===== config.mk =====
export PLATFORM = sky130hd
export DESIGN_NAME = exu_result_arbiter
export DESIGN_NICKNAME = d
export VERILOG_FILES = /design/src/rtl/exu_result_arbiter.sv
export SDC_FILE = /design/constraint.sdc
export NUM_CORES = 1
export LEC_CHECK = 0
export CAP_MARGIN = 20
export CORE_ASPECT_RATIO = 2
export CORE_MARGIN = 3
export CORE_UTILIZATION = 40
export CTS_BUF_LIST = sky130_fd_sc_hd__clkbuf_8
export DETAILED_ROUTE_END_ITERATION = 8
export PLACE_DENSITY_LB_ADDON = 0.05
export SLEW_MARGIN = 20
export SYNTH_ARGS = -nofsm -noshare
export SYNTH_HDL_FRONTEND = slang
export SYNTH_SLANG_ARGS = --single-unit

===== constraint.sdc =====
create_clock -name clk_i -period 6.7 [get_ports clk_i]
set_input_delay 2.01 -clock clk_i [delete_from_list [all_inputs] [get_ports clk_i]]
set_output_delay 2.01 -clock clk_i [all_outputs]
set_load 0.03 [all_outputs]

===== src/rtl/exu_result_arbiter.sv =====
// Writeback arbiter: per-channel result FIFOs drained round-robin onto
// WB_PORT registered writeback ports. Results and packets are carried as
// flat vectors of width DATA_W / PKT_W.
module exu_result_arbiter #(
  parameter int UNIT_NUM   = 4,
  parameter int WB_PORT    = 2,
  parameter int FIFO_DEPTH = 2,
  parameter int DATA_W     = 32,
  parameter int PKT_W      = 16
) (
  input  logic                               clk_i,
  input  logic                               rst_n_i,
  input  logic                               flush_i,
  input  logic                               stall_i,
  input  logic [UNIT_NUM-1:0]                unit_valid_i,
  input  logic [UNIT_NUM-1:0][DATA_W-1:0]    unit_result_i,
  input  logic [UNIT_NUM-1:0][PKT_W-1:0]     unit_ipacket_i,
  output logic [UNIT_NUM-1:0]                unit_ready_o,
  output logic [WB_PORT-1:0][DATA_W-1:0]     result_o,
  output logic [WB_PORT-1:0][PKT_W-1:0]      ipacket_o,
  output logic [WB_PORT-1:0]                 data_valid_o,
  output logic                               overflow_o
);

  localparam int PTR_W = $clog2(FIFO_DEPTH);
  localparam int CNT_W = $clog2(FIFO_DEPTH + 1);
  localparam int RR_W  = $clog2(UNIT_NUM);
  localparam int ENT_W = DATA_W + PKT_W;

  logic [ENT_W-1:0]                 mem [UNIT_NUM][FIFO_DEPTH];
  logic [UNIT_NUM-1:0][PTR_W-1:0]   wptr;
  logic [UNIT_NUM-1:0][PTR_W-1:0]   rptr;
  logic [UNIT_NUM-1:0][CNT_W-1:0]   cnt;
  logic [RR_W-1:0]                  rr;
  logic [RR_W-1:0]                  rr_nxt;
  logic [UNIT_NUM-1:0]              push;
  logic [UNIT_NUM-1:0]              pop;
  logic [WB_PORT-1:0]               gnt_vld;
  logic [WB_PORT-1:0][RR_W-1:0]     gnt_ch;

  // Ready and push qualification, decoded from registered counts only
  always_comb begin
    for (int c = 0; c < UNIT_NUM; c++) begin
      unit_ready_o[c] = (cnt[c] != CNT_W'(FIFO_DEPTH));
      push[c]         = unit_valid_i[c] & unit_ready_o[c] & ~flush_i;
    end
  end

  // Round-robin scan from rr; the n-th non-empty channel found goes to port n
  always_comb begin
    logic [RR_W-1:0] idx;
    int              n;
    idx     = '0;
    n       = 0;
    pop     = '0;
    gnt_vld = '0;
    gnt_ch  = '0;
    rr_nxt  = rr;
    if (!stall_i && !flush_i) begin
      for (int k = 0; k < UNIT_NUM; k++) begin
        idx = RR_W'((int'(rr) + k) % UNIT_NUM);
        if (cnt[idx] != '0 && n < WB_PORT) begin
          pop[idx] = 1'b1;
          for (int p = 0; p < WB_PORT; p++) begin
            if (p == n) begin
              gnt_vld[p] = 1'b1;
              gnt_ch[p]  = idx;
            end
          end
          rr_nxt = RR_W'((int'(idx) + 1) % UNIT_NUM);
          n      = n + 1;
        end
      end
    end
  end

  // FIFO storage; contents need no reset since count gates visibility
  always_ff @(posedge clk_i) begin
    for (int c = 0; c < UNIT_NUM; c++) begin
      if (push[c]) mem[c][wptr[c]] <= {unit_result_i[c], unit_ipacket_i[c]};
    end
  end

  // FIFO pointers and counts; flush empties everything
  always_ff @(posedge clk_i or negedge rst_n_i) begin
    if (!rst_n_i) begin
      wptr <= '0;
      rptr <= '0;
      cnt  <= '0;
    end else if (flush_i) begin
      wptr <= '0;
      rptr <= '0;
      cnt  <= '0;
    end else begin
      for (int c = 0; c < UNIT_NUM; c++) begin
        if (push[c]) wptr[c] <= wptr[c] + 1'b1;
        if (pop[c])  rptr[c] <= rptr[c] + 1'b1;
        case ({push[c], pop[c]})
          2'b10:   cnt[c] <= cnt[c] + 1'b1;
          2'b01:   cnt[c] <= cnt[c] - 1'b1;
          default: cnt[c] <= cnt[c];
        endcase
      end
    end
  end

  // Round-robin pointer follows the last granted channel
  always_ff @(posedge clk_i or negedge rst_n_i) begin
    if (!rst_n_i)     rr <= '0;
    else if (flush_i) rr <= '0;
    else              rr <= rr_nxt;
  end

  // Registered writeback ports; ungranted ports are zeroed for OR-merging
  always_ff @(posedge clk_i or negedge rst_n_i) begin
    if (!rst_n_i) begin
      data_valid_o <= '0;
      result_o     <= '0;
      ipacket_o    <= '0;
    end else if (flush_i) begin
      data_valid_o <= '0;
      result_o     <= '0;
      ipacket_o    <= '0;
    end else if (!stall_i) begin
      for (int p = 0; p < WB_PORT; p++) begin
        data_valid_o[p] <= gnt_vld[p];
        if (gnt_vld[p]) begin
          result_o[p]  <= mem[gnt_ch[p]][rptr[gnt_ch[p]]][ENT_W-1:PKT_W];
          ipacket_o[p] <= mem[gnt_ch[p]][rptr[gnt_ch[p]]][PKT_W-1:0];
        end else begin
          result_o[p]  <= '0;
          ipacket_o[p] <= '0;
        end
      end
    end
  end

  // Sticky overflow: any push attempt into a full FIFO
  always_ff @(posedge clk_i or negedge rst_n_i) begin
    if (!rst_n_i)                                          overflow_o <= 1'b0;
    else if (!flush_i && |(unit_valid_i & ~unit_ready_o)) overflow_o <= 1'b1;
  end

endmodule


# Word-level counts from Yosys, hierarchy flattened
# Memory sizes are Yosys's and may differ from the RTL's.
# Index checks and enable logic that the tools add are counted.
[word_totals]
regBits = 117
input_bits = 200
memories = 1
mem_bits_rw = 384
latch_bits = 0
rom_bits = 0
elab_cells = 250
output_inout_bits = 103
[classes]
bitwise_logic = 20
n_shift = 0
order_cmp = 23
reduce_logical = 38
add_sub_neg = 24
n_mul = 0
n_eq_ne = 16
muxes = 109
n_div = 0
[memory_table]
columns = ["name", "depth", "word_bits", "read_ports", "rd_clocked_by_memory_dff", "write_ports", "line", "rtl"]
rows = [
  ["mem", 4, 96, 2, 0, 4, "30", "logic [ENT_W-1:0] mem [UNIT_NUM][FIFO_DEPTH];"],
]
[ops]
columns = ["operator", "n"]
rows = [
  ["two-way mux 48 bit", 10],
  ["two-way mux 96 bit", 4],
  ["two-way mux 32 bit", 9],
  ["demux 48 bit (select 1 bit)", 4],
  ["two-way mux 64 bit", 2],
  ["== test 2 x 32 -> 1 bit (first input constant)", 3],
  ["logical NOT 32 bit", 3],
  ["less-than comparator 32 x 3 -> 1 bit (second input constant)", 3],
  ["adder 32 x 2 -> 32 bit (second input constant)", 2],
  ["two-way mux 4 bit", 14],
  ["two-way mux 2 bit", 23],
  ["two-way mux 16 bit", 2],
  ["two-way mux 1 bit", 26],
  ["nonzero test 2 bit", 13],
  ["less-than comparator 2 x 3 -> 1 bit (second input constant)", 6],
  ["adder 2 x 1 -> 2 bit (second input constant)", 8],
  ["binary-select mux 2 bit (select 2 bit)", 4],
  ["one-hot mux 2 bit (2 select lines)", 4],
  ["logical AND 1 bit", 13],
  [">= comparator 2 bit (second input constant)", 6],
  ["NOT 1 -> 2 bit", 6],
  ["bitwise OR 4 bit", 3],
  ["nonzero test 3 bit", 4],
  ["inequality test 2 bit (second input constant)", 5],
  ["other kinds (18)", 53],
]

# Longest topological paths before layout
# Gate-level depths: netlist of the first run.
[logic_depth]
depth_word = 26
ltp_mapped = 21
mapped_depth_nobuf = 16

# Worst setup path after synthesis of the first run
# No wires, ideal clock.
[synth_timing]
kind = "input -> register"
from = "input flush_i"
to = "memory mem[0][0] in the netlist's numbering, enable pin"
arrival_ps = 5954
setup_time_ps = 523
stages = 3
required_ps = 6177
path_slack_ps = 223
n_path_buf = 2
cell_sequence = "clkbuf_1 -> clkbuf_1 -> nor3b_1"
[synth_rtl]
columns = ["element", "line", "rtl"]
rows = [
  ["start, declared", "13", "input logic flush_i,"],
  ["end, declared", "30", ""],
]

# Worst setup path in the final report of the first run
[layout_timing]
from = "register rr[1]"
to = "register result_o[50] in the netlist's numbering"
[layout_via]
elab_chain_cells = 26
elab_cells_between_ends = 56
classes_between = "add/sub: 5; order compare: 3; eq/ne: 3; mux: 36; bitwise: 1; reduce/logical: 7; memory: 1"
[layout_lines]
columns = ["element", "line", "rtl"]
rows = [
  ["start, declared", "34", "logic [RR_W-1:0] rr;"],
  ["start signal, assigned", "111", "else rr <= rr_nxt;"],
  ["binary-select mux 2 bit (select 2 bit)", "62", "if (cnt[idx] != '0 && n < WB_PORT) begin"],
  ["two-way mux 2 bit (implied by the code)", "62", ""],
  ["nonzero test 2 bit", "62", ""],
  ["two-way mux 1 bit", "62", ""],
  ["two-way mux 32 bit", "59", "if (!stall_i && !flush_i) begin"],
  ["less-than comparator 32 x 3 -> 1 bit", "62", ""],
  ["logical AND 1 bit", "62", ""],
  ["two-way mux 32 bit", "62", ""],
  ["[8 not listed]", "--", ""],
  ["two-way mux 4 bit", "59", ""],
  ["binary-select mux 1 bit (select 2 bit)", "128", "result_o[p] <= mem[gnt_ch[p]][rptr[gnt_ch[p]]][ENT_W-1:PKT_W];"],
  ["two-way mux 1 bit (implied by the code)", "128", ""],
  ["NOT 1 -> 2 bit (implied by the code)", "128", ""],
  ["two-way mux 48 bit (3 in a row)", "--", ""],
  ["two-way mux 32 bit (*)", "127", "if (gnt_vld[p]) begin"],
  ["two-way mux 64 bit (*)", "124", "end else if (!stall_i) begin"],
  ["two-way mux 64 bit (*)", "120", "end else if (flush_i) begin"],
  ["end signal, assigned by index", "128", ""],
  ["end, declared", "19", "output logic [WB_PORT-1:0][DATA_W-1:0] result_o,"],
]
# Every way passes the cells marked *; elsewhere a longest branch is shown, timed or not. The select of a mux whose other input is x is not followed.
# A chain may end at the register's enable or synchronous reset.

==> out/results.ini, run 1 <==
[worst_setup_path]
worstPathMaxFanout=35
regToRegSetupSlack_ns=0.97
worstSetupStartpointType=flip-flop
max_stage_delay_ns=0.55
cp_slowest_cell=fa_1
cpMostUsedCell=inv_1
crit-reg2reg-launch=rr[1]$_DFFE_PN0P_
r2r_cells=16
critical_path.cell_chain=inv_1 -> ha_1 -> inv_1 -> mux4_2 -> ha_1 -> nor2_1 -> inv_1 -> fa_1 -> or3_1 -> a211o_1 -> a311oi_4 -> a31oi_1 -> a32oi_4 -> buf_12 -> mux2i_1 -> o21ai_1
path_class=flip-flop to flip-flop
endpoint_kind=flip-flop
r2r_end=result_o[50]$_DFFE_PN0P_
arrival_ns=6.30
required_ns=7.26

[drt]
dr_total_vias=21500
wl_per_cell_um=31.71
drt_pre_antenna_iters=6
wirelength_um=101900
via_per_inst=6.693
ant_nets=0
drc=0
drt_iter0_markers=1861

[pwr]
peakVddDrop_uv=785.1
p_leak_nw=10.52
p_per_area_nw_per_um2=526.0

[global_routing]
grt-ovfl-total=0
grt_max_degree=149
grt_use_total_pct=29.60
grt_pass1_wl_um=145800
grt_pass1_vias=22330
antenna_found_initial=5

[cts]
clockRootBuffer=clkbuf_8
post_cts_buffers=0
cts_buffers=77
clockBufferDepth=3
tritoncts=built
clkLatencyLatePin_ns=0.73
cts-hold-fix-buffers=0
clkTransAtPathRegs_ns=0.07
cts_htree_levels=3
cts-resized-gates=0
cts.sinks=501

[synth]
synth_cell_types=67
yosysWarningCount=0
synth.area.top_cells=edfxtp_1 (45%), dfrtp_1 (11%), mux2i_1 (6.0%)
synthesis.area_um2=25560
synth_top_area_cell=edfxtp_1
synth_seq_cells=501
synthArstFlopShare_pct=23.35
synth_top_area_share_pct=45.12
syn_avg_cell_area_um2=11.84
synth_edf_count=384
synth_nets=2374
ys_seq_area_share_pct=56.58
netlist_instances=2159
synth_ff_type=edfxtp_1

[sta]
hold_violations=0
max_slew.worst_pin.slew_ns=1.121
drv_slew=0
period_share_pct=85.59
skew_ns=0.03911
fmax_mhz=174.4
rsz0062_at_grt=false
setup_viol_count_final=0
min_period_ns=5.734
slew_headroom_pct=25.27
fin_setup_tns_ns=0

[floorplanning]
initial_core_util_pct=40.49
rows=130
io_pins=303
die_x_um=184.7
core_area_um2=63110
die_y_um=363.5
die_area_um2=67140

[final_layout]
layout-drive-gt1-share_pct=8.154
fillCellCount=5708
multi_input_area_um2=10240
final_cells=3213
area_growth_pct=21.15
seqCellArea_um2=14460
nNetsFinal=2568

[hold_path]
hold_class=flip-flop to flip-flop
min_path_cells=1
holdPathEnd=overflow_o$_DFFE_PN0P_
min_from=overflow_o$_DFFE_PN0P_

[placed_design]
dp.cells=3066
dp_hpwl_um=59370
place_congestion=0.8780
io_buffers=302

[outcome]
status=completed

[flow_run]
max_cap_viol_count=0

-- registers in the layout (all words and copies together), names as in the netlist --
signal,flops
result_o,64
ipacket_o,32
data_valid_o,2
wptr,4
rr,2
cnt,8
mem,384
overflow_o,1
rptr,4
-- power breakdown --
group / switching, mW / internal, mW
Clock: 1.25 / 1.29
Combinational: 6.73 / 2.84
Sequential: 0.331 / 3.84
-- worst max path at each step --
stage / from / end / slack, ns / cells after the start
floorplan: flush_i / mem[0][0]$_DFFE_PP_ / 0.22 / 3
global placement: rr[1]$_DFFE_PN0P_ / result_o[51]$_DFFE_PN0P_ / 1.18 / 16
detailed placement: rr[1]$_DFFE_PN0P_ / result_o[50]$_DFFE_PN0P_ / 1.07 / 16
CTS: rr[1]$_DFFE_PN0P_ / ipacket_o[30]$_DFFE_PN0P_ / 1.03 / 16
global route: rr[1]$_DFFE_PN0P_ / result_o[33]$_DFFE_PN0P_ / 0.74 / 16
finish: rr[1]$_DFFE_PN0P_ / result_o[50]$_DFFE_PN0P_ / 0.97 / 16
-- critical path, delay by kind of cell, from the launching register on --
kind | cells | cell delay, ns
muxes | 2 | 0.73
adders and majority gates | 3 | 1.30
AOI/OAI and AO/OA | 5 | 1.37
DFF | 1 | 0.37
and+or+nand+nor | 2 | 0.79
buffers and inverters | 4 | 0.98
-- metal layers --
layer | track usage [%] | vias to the layer above | routed length [µm]
met3 | 5.535 | 343 | 7983
met2 | 50.03 | 1310 | 49970
met4 | 19.04 | 4 | 6779
met1 | 34.18 | 10760 | 37110
li1 | - | 9084 | -
met5 | 0 | - | 32
-- metrics by stage --
stage / hold slack, ns / cell area, µm² / utilization [%] / power (mW) / setup WS, ns
final: 0.4675 / 30960 / 49.06 / 16.28 / 0.9657
after floorplan: 0.4411 / 25560 / - / 10.04 / 0.2227
after global placement: 0.4612 / 29450 / 46.66 / 13.49 / 1.185
after CTS: 0.4798 / 30940 / 49.03 / 16.18 / 1.034
after detailed placement: 0.4630 / 29450 / 46.66 / 13.61 / 1.067
after global routing: 0.5048 / 30950 / 49.04 / 16.96 / 0.7427
-- area by class of cell --
type	instances	area share (%)
multi-input cells	1400	33.07
repair buffers	363	12.03
well taps	792	3.201
diodes	5	0.04041
inverters	10	0.1212
clock buffers	89	3.956
clock inverters	53	0.8810
flip-flops and latches	501	46.70
-- cell families (layout without fill, tap and decap cells) --
| family | after synthesis | in the layout | share of synthesized area, % |
|---|---|---|---|
| flops | 501 | 501 | 56.58 |
| other cells | 0 | 5 | 0 |
| compound gates | 733 | 733 | 21.72 |
| fa+ha+maj | 15 | 15 | 0.7638 |
| mux | 159 | 159 | 6.472 |
| xor+xnor | 11 | 11 | 0.3770 |
| buf+inv | 258 | 515 | 4.171 |
| simple gates | 482 | 482 | 9.919 |
-- cell usage after synthesis, types with 5 or more instances --
library cell	count
o22a_1	47
ha_1	14
mux4_2	5
a31oi_1	145
buf_1	18
o21ai_1	30
a221oi_1	48
nor3_1	8
clkbuf_1	188
o21bai_1	47
nand2_1	165
inv_1	10
mux2i_1	154
a211oi_1	12
nor2_1	26
o31ai_1	196
edfxtp_1	384
nand4_1	97
nand3_1	6
a32oi_1	97
nor2b_1	5
xor2_1	8
nor3b_1	5
buf_4	13
a21oi_1	7
a311oi_1	47
nand2b_1	8
dfrtp_1	117
buf_2	27
o21ai_0	24
and2_1	144
-- cells in the final DEF, fill, tap and decap left out, drive strengths merged, types with 6 or more instances in the layout --
master | netlist | routed
dfrtp | 117 | 117
nor2 | 27 | 27
clkbuf | 188 | 89
or2 | 6 | 6
clkinv | 0 | 12
xor2 | 8 | 8
nand3 | 6 | 6
a31oi | 145 | 145
and2 | 144 | 144
nand4 | 97 | 97
a211oi | 14 | 14
ha | 14 | 14
a32oi | 97 | 97
a21oi | 7 | 7
o31ai | 196 | 196
nand2 | 165 | 165
edfxtp | 384 | 384
clkdlybuf4s50 | 0 | 301
nor3 | 8 | 8
a221oi | 49 | 49
a311oi | 48 | 48
inv | 10 | 48
o21ai | 55 | 55
nand2b | 8 | 8
buf | 60 | 62
mux2i | 154 | 154
o22a | 47 | 47
o21bai | 47 | 47
Note: power is estimated with default switching activity, not from simulation.
==> inputs of run 2 (changes only) <==
--- a/config.mk
+++ b/config.mk
@@ -8,7 +8,7 @@
 export CAP_MARGIN = 20
 export CORE_ASPECT_RATIO = 2
 export CORE_MARGIN = 3
-export CORE_UTILIZATION = 40
+export CORE_UTILIZATION = 56
 export CTS_BUF_LIST = sky130_fd_sc_hd__clkbuf_8
 export DETAILED_ROUTE_END_ITERATION = 8
 export PLACE_DENSITY_LB_ADDON = 0.05
==> out/results.ini, run 2 (same netlist as run 1, synthesis figures left out) <==
[hold_path]
min_path_cells=1
hold_class=flip-flop to flip-flop

[floorplanning]
die_area_um2=48390
io_pins=303
core_area_um2=45010
die_y_um=308.1
initial_core_util_pct=56.78
rows=110
die_x_um=157.1

[worst_setup_path]
path_class=flip-flop to flip-flop
required_ns=7.25
critical_path.cell_chain=inv_1 -> ha_1 -> inv_1 -> mux4_2 -> ha_1 -> nor2_1 -> inv_1 -> fa_1 -> or3_1 -> a211o_1 -> a311oi_4 -> buf_4 -> a31oi_1 -> a32oi_1 -> mux2i_1 -> o21ai_0
cpMostUsedCell=inv_1
cp_slowest_cell=buf_4
endpoint_kind=flip-flop
max_stage_delay_ns=0.64
worstPathMaxFanout=64
r2r_cells=16
arrival_ns=6.68
worstSetupStartpointType=flip-flop

[final_layout]
mostFrequentLayoutCell=edfxtp_1
layout-drive-gt1-share_pct=7.805
nNetsFinal=2555
final_cells=2961
largest_reg_flops=384
final_cell_mix=edfxtp_1 (384), clkdlybuf4s50_1 (301), o31ai_1 (196), nand2_1 (165), mux2i_1 (154)
fillCellCount=3394
area_growth_pct=19.06

[sta]
period_share_pct=91.48
max_slew.worst_pin.slew_ns=1.086
rsz0062_at_grt=false
min_period_ns=6.129
fmax_mhz=163.2
hold_violations=0
slew_headroom_pct=27.57
fin_setup_tns_ns=0
skew_ns=0.02802
drv_slew=0
setup_viol_count_final=0

[pwr]
p_per_area_nw_per_um2=519.3
p_leak_nw=10.36
peakVddDrop_uv=1208

[cts]
cts-resized-gates=0
cts_htree_levels=3
tritoncts=built
clkLatencyLatePin_ns=0.65
clkTransAtPathRegs_ns=0.07
cts.sinks=501
post_cts_buffers=0
clockRootBuffer=clkbuf_8
cts-hold-fix-buffers=0
clockBufferDepth=3
cts_buffers=69

[flow_run]
max_cap_viol_count=0

[global_routing]
grt_max_degree=149
antenna_found_initial=6
grt_pass1_wl_um=138400
grt-ovfl-total=0
grt_pass1_vias=22340
grt_use_total_pct=38.32

[drt]
wl_per_cell_um=32.01
drc=2
drt_iter0_markers=2547
dr_total_vias=21900
via_per_inst=7.396
ant_nets=0
wirelength_um=94770
drt_pre_antenna_iters=9

[placed_design]
dp_hpwl_um=54950
place_congestion=0.9668
dp.cells=2829
io_buffers=302

[outcome]
status=finished with violations
violations=design-rule violations

-- run 2: cell type report --
cell class	instances	area [µm²]	share of cell area (%)
well taps	560	700.7	2.303
inverters	10	37.54	0.1234
diodes	5	12.51	0.04112
clock inverters	45	195.2	0.6415
repair buffers	358	3670	12.06
flip-flops and latches	501	14460	47.52
multi-input cells	1400	10220	33.60
clock buffers	82	1129	3.709
-- run 2: path summary, 6_finish.rpt --
path	start	endpoint	slack, ns
max	rr[1]$_DFFE_PN0P_	ipacket_o[16]$_DFFE_PN0P_	0.57
min	overflow_o$_DFFE_PN0P_	overflow_o$_DFFE_PN0P_	0.47
max reg2reg	rr[1]$_DFFE_PN0P_	ipacket_o[16]$_DFFE_PN0P_	0.57
min reg2reg	overflow_o$_DFFE_PN0P_	overflow_o$_DFFE_PN0P_	0.47
max in group asynchronous	rst_n_i	result_o[13]$_DFFE_PN0P_	4.22
min in group asynchronous	rst_n_i	rr[1]$_DFFE_PN0P_	1.35
-- run 2: power breakdown --
| part | total, mW | internal (mW) | switching, mW |
|---|---|---|---|
| logic | 9.35 | 2.73 | 6.61 |
| registers | 4.15 | 3.84 | 0.310 |
| clock network | 2.30 | 1.12 | 1.18 |
| total | 15.8 | 7.69 | 8.11 |
-- run 2: critical path: cells and delay by family, from the launching register on --
family | cells | cell delay [ns]
flip-flops | 1 | 0.56
AO/OA/AOI/OAI | 5 | 1.43
AND/OR/NAND/NOR | 2 | 0.86
adder cells (fa/ha/maj) | 3 | 1.24
buffers and inverters | 4 | 1.27
multiplexers | 2 | 0.60
-- run 2: metrics by stage --
step	util [%]	setup slack [ns]	cell area (µm²)	hold WS, ns	power (mW)
CTS	67.58	0.8043	30410	0.4723	15.52
finish	67.61	0.5709	30430	0.4735	15.80
floorplan	-	0.2227	25560	0.4411	10.04
detailed placement	64.64	0.8921	29090	0.4589	13.25
global placement	64.64	1.155	29090	0.4636	13.08
global route	67.61	0.3869	30430	0.4983	16.36
-- run 2: layer usage --
layer / up-vias / GRT usage (%) / routed length (µm)
met3: 439 / 8.256 / 10200
met5: - / 0 / 20
met2: 1745 / 63.09 / 46370
met4: 2 / 26.97 / 7384
li1: 9057 / - / -
met1: 10660 / 43.97 / 30800
